`src/rtl/spike_rate_decoder.sv`:
```
// Spike-train decoder: counts spike rising edges over a 2^WINDOW_LOG2 enabled-cycle window,
// tracks the latest interspike interval and presents both through a registered valid/ready port.
module spike_rate_decoder #(
  parameter int unsigned WINDOW_LOG2 = 8
) (
  input  logic       clk,
  input  logic       reset_n,
  input  logic       spike,
  input  logic       enable,
  input  logic       out_ready,
  output logic [7:0] rate,
  output logic [7:0] isi,
  output logic       out_valid,
  output logic       overrun
);

  logic                   spike_d;
  logic [WINDOW_LOG2-1:0] win_cnt;
  logic [7:0]             spk_cnt;
  logic [7:0]             isi_cnt;
  logic [7:0]             last_isi;
  logic                   seen_first;

  logic                   spike_event;
  logic                   terminal;
  logic                   load_result;
  logic [7:0]             win_total;
  logic [7:0]             isi_sample;
  logic [7:0]             isi_next;

  always_comb begin
    spike_event = spike & ~spike_d & enable;
    terminal    = enable & (win_cnt == '1);
    win_total   = (spike_event && (spk_cnt != 8'hFF)) ? spk_cnt + 8'd1 : spk_cnt;
    isi_sample  = (isi_cnt == 8'hFF) ? 8'hFF : isi_cnt + 8'd1;
    // Same-cycle ISI update is forwarded so a terminal-cycle event reaches the result.
    isi_next    = (spike_event && seen_first) ? isi_sample : last_isi;
    load_result = terminal & (~out_valid | out_ready);
  end

  always_ff @(posedge clk) begin
    if (!reset_n) begin
      spike_d    <= 1'b0;
      win_cnt    <= '0;
      spk_cnt    <= '0;
      isi_cnt    <= '0;
      last_isi   <= '0;
      seen_first <= 1'b0;
    end else begin
      spike_d <= spike;
      if (enable) begin
        win_cnt <= win_cnt + 1'b1;
      end
      // Terminal-cycle event belongs to the closing window only.
      spk_cnt <= terminal ? '0 : win_total;
      if (spike_event) begin
        isi_cnt <= '0;
      end else if (enable && (isi_cnt != 8'hFF)) begin
        isi_cnt <= isi_cnt + 8'd1;
      end
      last_isi <= isi_next;
      if (spike_event) begin
        seen_first <= 1'b1;
      end
    end
  end

  always_ff @(posedge clk) begin
    if (!reset_n) begin
      rate      <= '0;
      isi       <= '0;
      out_valid <= 1'b0;
      overrun   <= 1'b0;
    end else if (load_result) begin
      rate      <= win_total;
      isi       <= isi_next;
      out_valid <= 1'b1;
    end else begin
      if (out_valid && out_ready) begin
        out_valid <= 1'b0;
      end
      if (terminal) begin
        overrun <= 1'b1;
      end
    end
  end

endmodule

```
`config.mk`:
```
export PLATFORM = sky130hd
export DESIGN_NAME = spike_rate_decoder
export DESIGN_NICKNAME = d
export VERILOG_FILES = /design/src/rtl/spike_rate_decoder.sv
export SDC_FILE = /design/constraint.sdc
export NUM_CORES = 1
export LEC_CHECK = 0
export ABC_CLOCK_PERIOD_IN_PS = 1450
export CAP_MARGIN = 20
export CORE_ASPECT_RATIO = 1.1
export CORE_MARGIN = 1
export CORE_UTILIZATION = 50
export DETAILED_ROUTE_END_ITERATION = 10
export GPL_TIMING_DRIVEN = 0
export PLACE_DENSITY = 0.74
export SYNTH_ARGS = -nofsm -noshare
export SYNTH_HDL_FRONTEND = slang
export SYNTH_SLANG_ARGS = --single-unit
```
`constraint.sdc`:
```
create_clock -name clk -period 1.45 [get_ports clk]
set_input_delay 0.3625 -clock clk [delete_from_list [all_inputs] [get_ports clk]]
set_output_delay 0.3625 -clock clk [all_outputs]
set_load 0.1 [all_outputs]
```
==> results of run 1 <==
==> routing by layer <==
layer / GRT usage [%] / wire [microns] / vias up
li1: - / - / 1020
met1: 30.6 / 2480 / 1006
met2: 37.3 / 2850 / 39
met3: 4.56 / 179 / 13
met4: 9.22 / 107 / 0
met5: 0 / 0 / -
==> layout make-up <==
class                      count  area share [%]
tap                           54            2.22
clock buffer                   7            2.51
timing repair buffer          44            11.7
multi-input combinational    185            44.5
inverter                       1           0.124
sequential                    52            35.4
buffer                        13            3.21
clock inverter                 1           0.288
==> path summary, 6_finish.rpt <==
check	from	endpoint	slack, ns	cells past startpoint
max	win_cnt[4]$_SDFFE_PN0P_	isi[4]$_SDFFE_PN0P_	-0.07	6
min	enable	isi_cnt[6]$_SDFFE_PP0P_	0.43	4
max reg2reg	win_cnt[4]$_SDFFE_PN0P_	isi[4]$_SDFFE_PN0P_	-0.07	6
min reg2reg	isi[3]$_SDFFE_PN0P_	isi[3]$_SDFFE_PN0P_	0.45	2
==> logic make-up (layout without fill, tap and decap cells) <==
group	Yosys count	count (layout)	share of synthesized area (%)
muxes	6	6	2.72
adders and majority gates	3	3	1.67
xor gates and xnor gates	14	14	5.45
AOI/OAI and AO/OA	62	62	16.7
DFF	52	52	46.2
buffers and inverters	15	66	3.39
and+or+nand+nor	100	100	23.8
==> Yosys cell counts (2+ instances only) <==
| cell type | instances |
|---|---|
| xor2_1 | 9 |
| or3_1 | 3 |
| nor2_1 | 32 |
| nand2b_1 | 2 |
| xnor2_1 | 5 |
| o211ai_1 | 5 |
| a211oi_1 | 2 |
| nand2_1 | 18 |
| and3_1 | 3 |
| and4_1 | 3 |
| nand4b_1 | 3 |
| o21ai_1 | 2 |
| mux2i_1 | 5 |
| ha_1 | 3 |
| a31oi_1 | 5 |
| o221ai_1 | 3 |
| clkbuf_1 | 6 |
| nor3_1 | 5 |
| o21ai_0 | 16 |
| a21oi_1 | 18 |
| nand3_1 | 14 |
| buf_4 | 4 |
| buf_2 | 4 |
| o22ai_1 | 3 |
| dfxtp_1 | 52 |
| nand4_1 | 6 |
==> metrics by stage <==
stage                     hold slack [ns]  worst slack [ns]  power (uW)  cells  area [sq um]
final                               0.425           -0.0661        2460    357          3040
after global routing                0.458            -0.109        2540    357          3040
after CTS                           0.449           -0.0222        2440    344          2730
after detailed placement            0.448            -0.721        1630    326          2580
after global placement              0.447            -0.695        1620    326          2580
after floorplan                     0.444           -0.0275        1590    252          2310
==> state kept, by name, summed over array words and instances, names as in the netlist <==
| signal | cells |
|---|---|
| isi | 8 |
| isi_cnt | 8 |
| last_isi | 8 |
| out_valid | 1 |
| overrun | 1 |
| rate | 8 |
| seen_first | 1 |
| spike_d | 1 |
| spk_cnt | 8 |
| win_cnt | 8 |
==> worst max-delay path: stages, from the launching register on <==
cell and delay (ns):
dfxtp_4 0.37, nand4_1 0.13, buf_4 0.18, nor3_4 0.32
buf_6 0.19, buf_12 0.12, a31oi_2 0.08
==> where the power goes <==
group | switching [uW] | internal [uW]
clock | 490 | 346
sequential | 22.1 | 1440
combinational | 91.2 | 71.2
==> cells in the final DEF (no fill, tap or decap), types with 3 or more instances in the layout <==
| master | instances |
|---|---|
| dfxtp_1 | 36 |
| nor2_1 | 30 |
| buf_4 | 25 |
| nand2_1 | 18 |
| clkbuf_4 | 16 |
| a21oi_1 | 15 |
| nand3_1 | 11 |
| dfxtp_2 | 10 |
| xor2_1 | 9 |
| o21ai_1 | 8 |
| clkbuf_1 | 6 |
| nand4_1 | 6 |
| o21ai_0 | 6 |
| dfxtp_4 | 6 |
| xnor2_1 | 5 |
| o211ai_1 | 5 |
| buf_6 | 5 |
| clkbuf_8 | 5 |
| mux2i_1 | 4 |
| a31oi_1 | 4 |
| buf_2 | 3 |
| nor3_2 | 3 |
| nand4b_1 | 3 |
| or3_4 | 3 |
| and3_1 | 3 |
| a21oi_2 | 3 |
| o22ai_1 | 3 |
==> what timing repair did <==
action                     in CTS  in global routing
gates resized for setup       118                 66
setup buffers                  10                 13
pin swaps                       5                 23
cloned                          0                  1
hold buffers                    0                  0
setup endpoints to repair      58                 47
==> summary.md, run 1 <==
| Metric | Value |
|---|---|
| Antenna violations before repair | 0 |
| Failing checks | setup timing |
| Area contributors post-synth | dfxtp_1 46%, nor2_1 5.3%, a21oi_1 4.0% |
| Outcome | finished with violations |
| RSZ-0062 raised after global routing | yes |
| Routed length per placed instance | 15.7 microns |
| Clock Latency Late Sink | 0.31 ns |
| Post-DR vias/cell | 5.82 |
| Global Route Usage Sum | 23.3% |
| Worst Skew | 0.00683 ns |
| Dpl hpwl | 3390 microns |
| Startpoint Class | flop |
| Vias in the first global route | 1,798 |
| Largest net degree at the start of global routing | 16 |
| Achievable Freq | 0.660 GHz |
| Fin. Hold Viols | 0 |
| Synth cell types | 47 |
| Fill count | 327 |
| Warnings from Yosys | 0 |
| Worst hold path class | in -> reg |
| Slew Limit Fails | 0 |
| PnR worst setup slack | -0.0661 ns |
| Fin util | 70.4% |
| DRC viols | 0 |
| Area Growth Syn to Fin | 35.0% |
| Starting Density | 52.1% |
| Multi-input gate area | 0.00135 sq mm |
| ANT nets after route | 0 |
| Synthesized net count | 260 |
| Post-Syn Area | 0.00225 sq mm |
| Power Dens Cells | 811 mW/mm^2 |
| Routed vias | 2,078 |
| DR pass1 iterations | 4 |
| # Max-Cap Violations | 0 |
| Die area | 0.00477 sq mm |
| Remaining global-route overflow | 0 |
| Worst Setup End Kind | flop |
| Fin crit period | 1.52 ns |
| Top cell type's share of synthesized area | 46.2% |
| Worst Setup Path Type | reg -> reg |
| EDFF count, synth | 0 |
| Share of cells above drive strength 1 | 37.6% |
| Clock tree buffer depth | 2 |
| FP Rows | 25 |
| Worst-Margin Slew | 0.597 ns |
| Largest area contributor in the netlist | dfxtp_1 |
| Register area share after synthesis | 46.2% |
| Maximum vdd drop | 0.600 mV |
| N_diodes | 0 |
| Worst slew margin | 60.2% |
| Final weighted congestion in routability-driven placement | 0.883 |
| 1st-iter DRT viols | 121 |
| H-Tree Depth | 2 |
| IO buf count | 20 |
| Leak | 0.00110 uW |
| Die W | 66.0 microns |
| Syn_area_per_cell | 8.93 sq um |
| Final wirelength | 5620 microns |
| # IOs | 23 |
| Nets | 310 |
| Core box area | 0.00432 sq mm |
| Setup TNS | -0.529 ns |
| CTS buffer count | 5 |
| Crit path arrival time | 1.70 ns |
| CTS tree | built |
| Root buffer cell | clkbuf_8 |
| Die Span Y | 72.4 microns |
| Final worst-path cycle share | 105% |
| Crit path required time | 1.63 ns |
| Sequential cell area | 0.00108 sq mm |
| Number of synthesized register bits | 52 |
| First-pass GRT wire length | 8490 microns |
| Post-synth ARST share | 0% |
| CP max FO | 6 |
| Final setup violating endpoints | 12 |
| Clock Pin Slew Worst Setup and Hold Paths | 0.09 ns |
| Clk sinks | 52 |
| Post-Syn Instances | 252 |
| Synth Flop Type | dfxtp_1 |
Note: power is estimated with default switching activity, not from simulation.
==> run 2, diff against run 1 <==
--- a/config.mk
+++ b/config.mk
@@ -6,10 +6,11 @@
 export NUM_CORES = 1
 export LEC_CHECK = 0
 export ABC_CLOCK_PERIOD_IN_PS = 1450
-export CAP_MARGIN = 20
+export CAP_MARGIN = 10
 export CORE_ASPECT_RATIO = 1.1
 export CORE_MARGIN = 1
 export CORE_UTILIZATION = 50
+export CTS_CLUSTER_SIZE = 30
 export DETAILED_ROUTE_END_ITERATION = 10
 export GPL_TIMING_DRIVEN = 0
 export PLACE_DENSITY = 0.74
==> results of run 2 <==
Same layout as run 1: the final DEF is identical, and so are final timing and power.
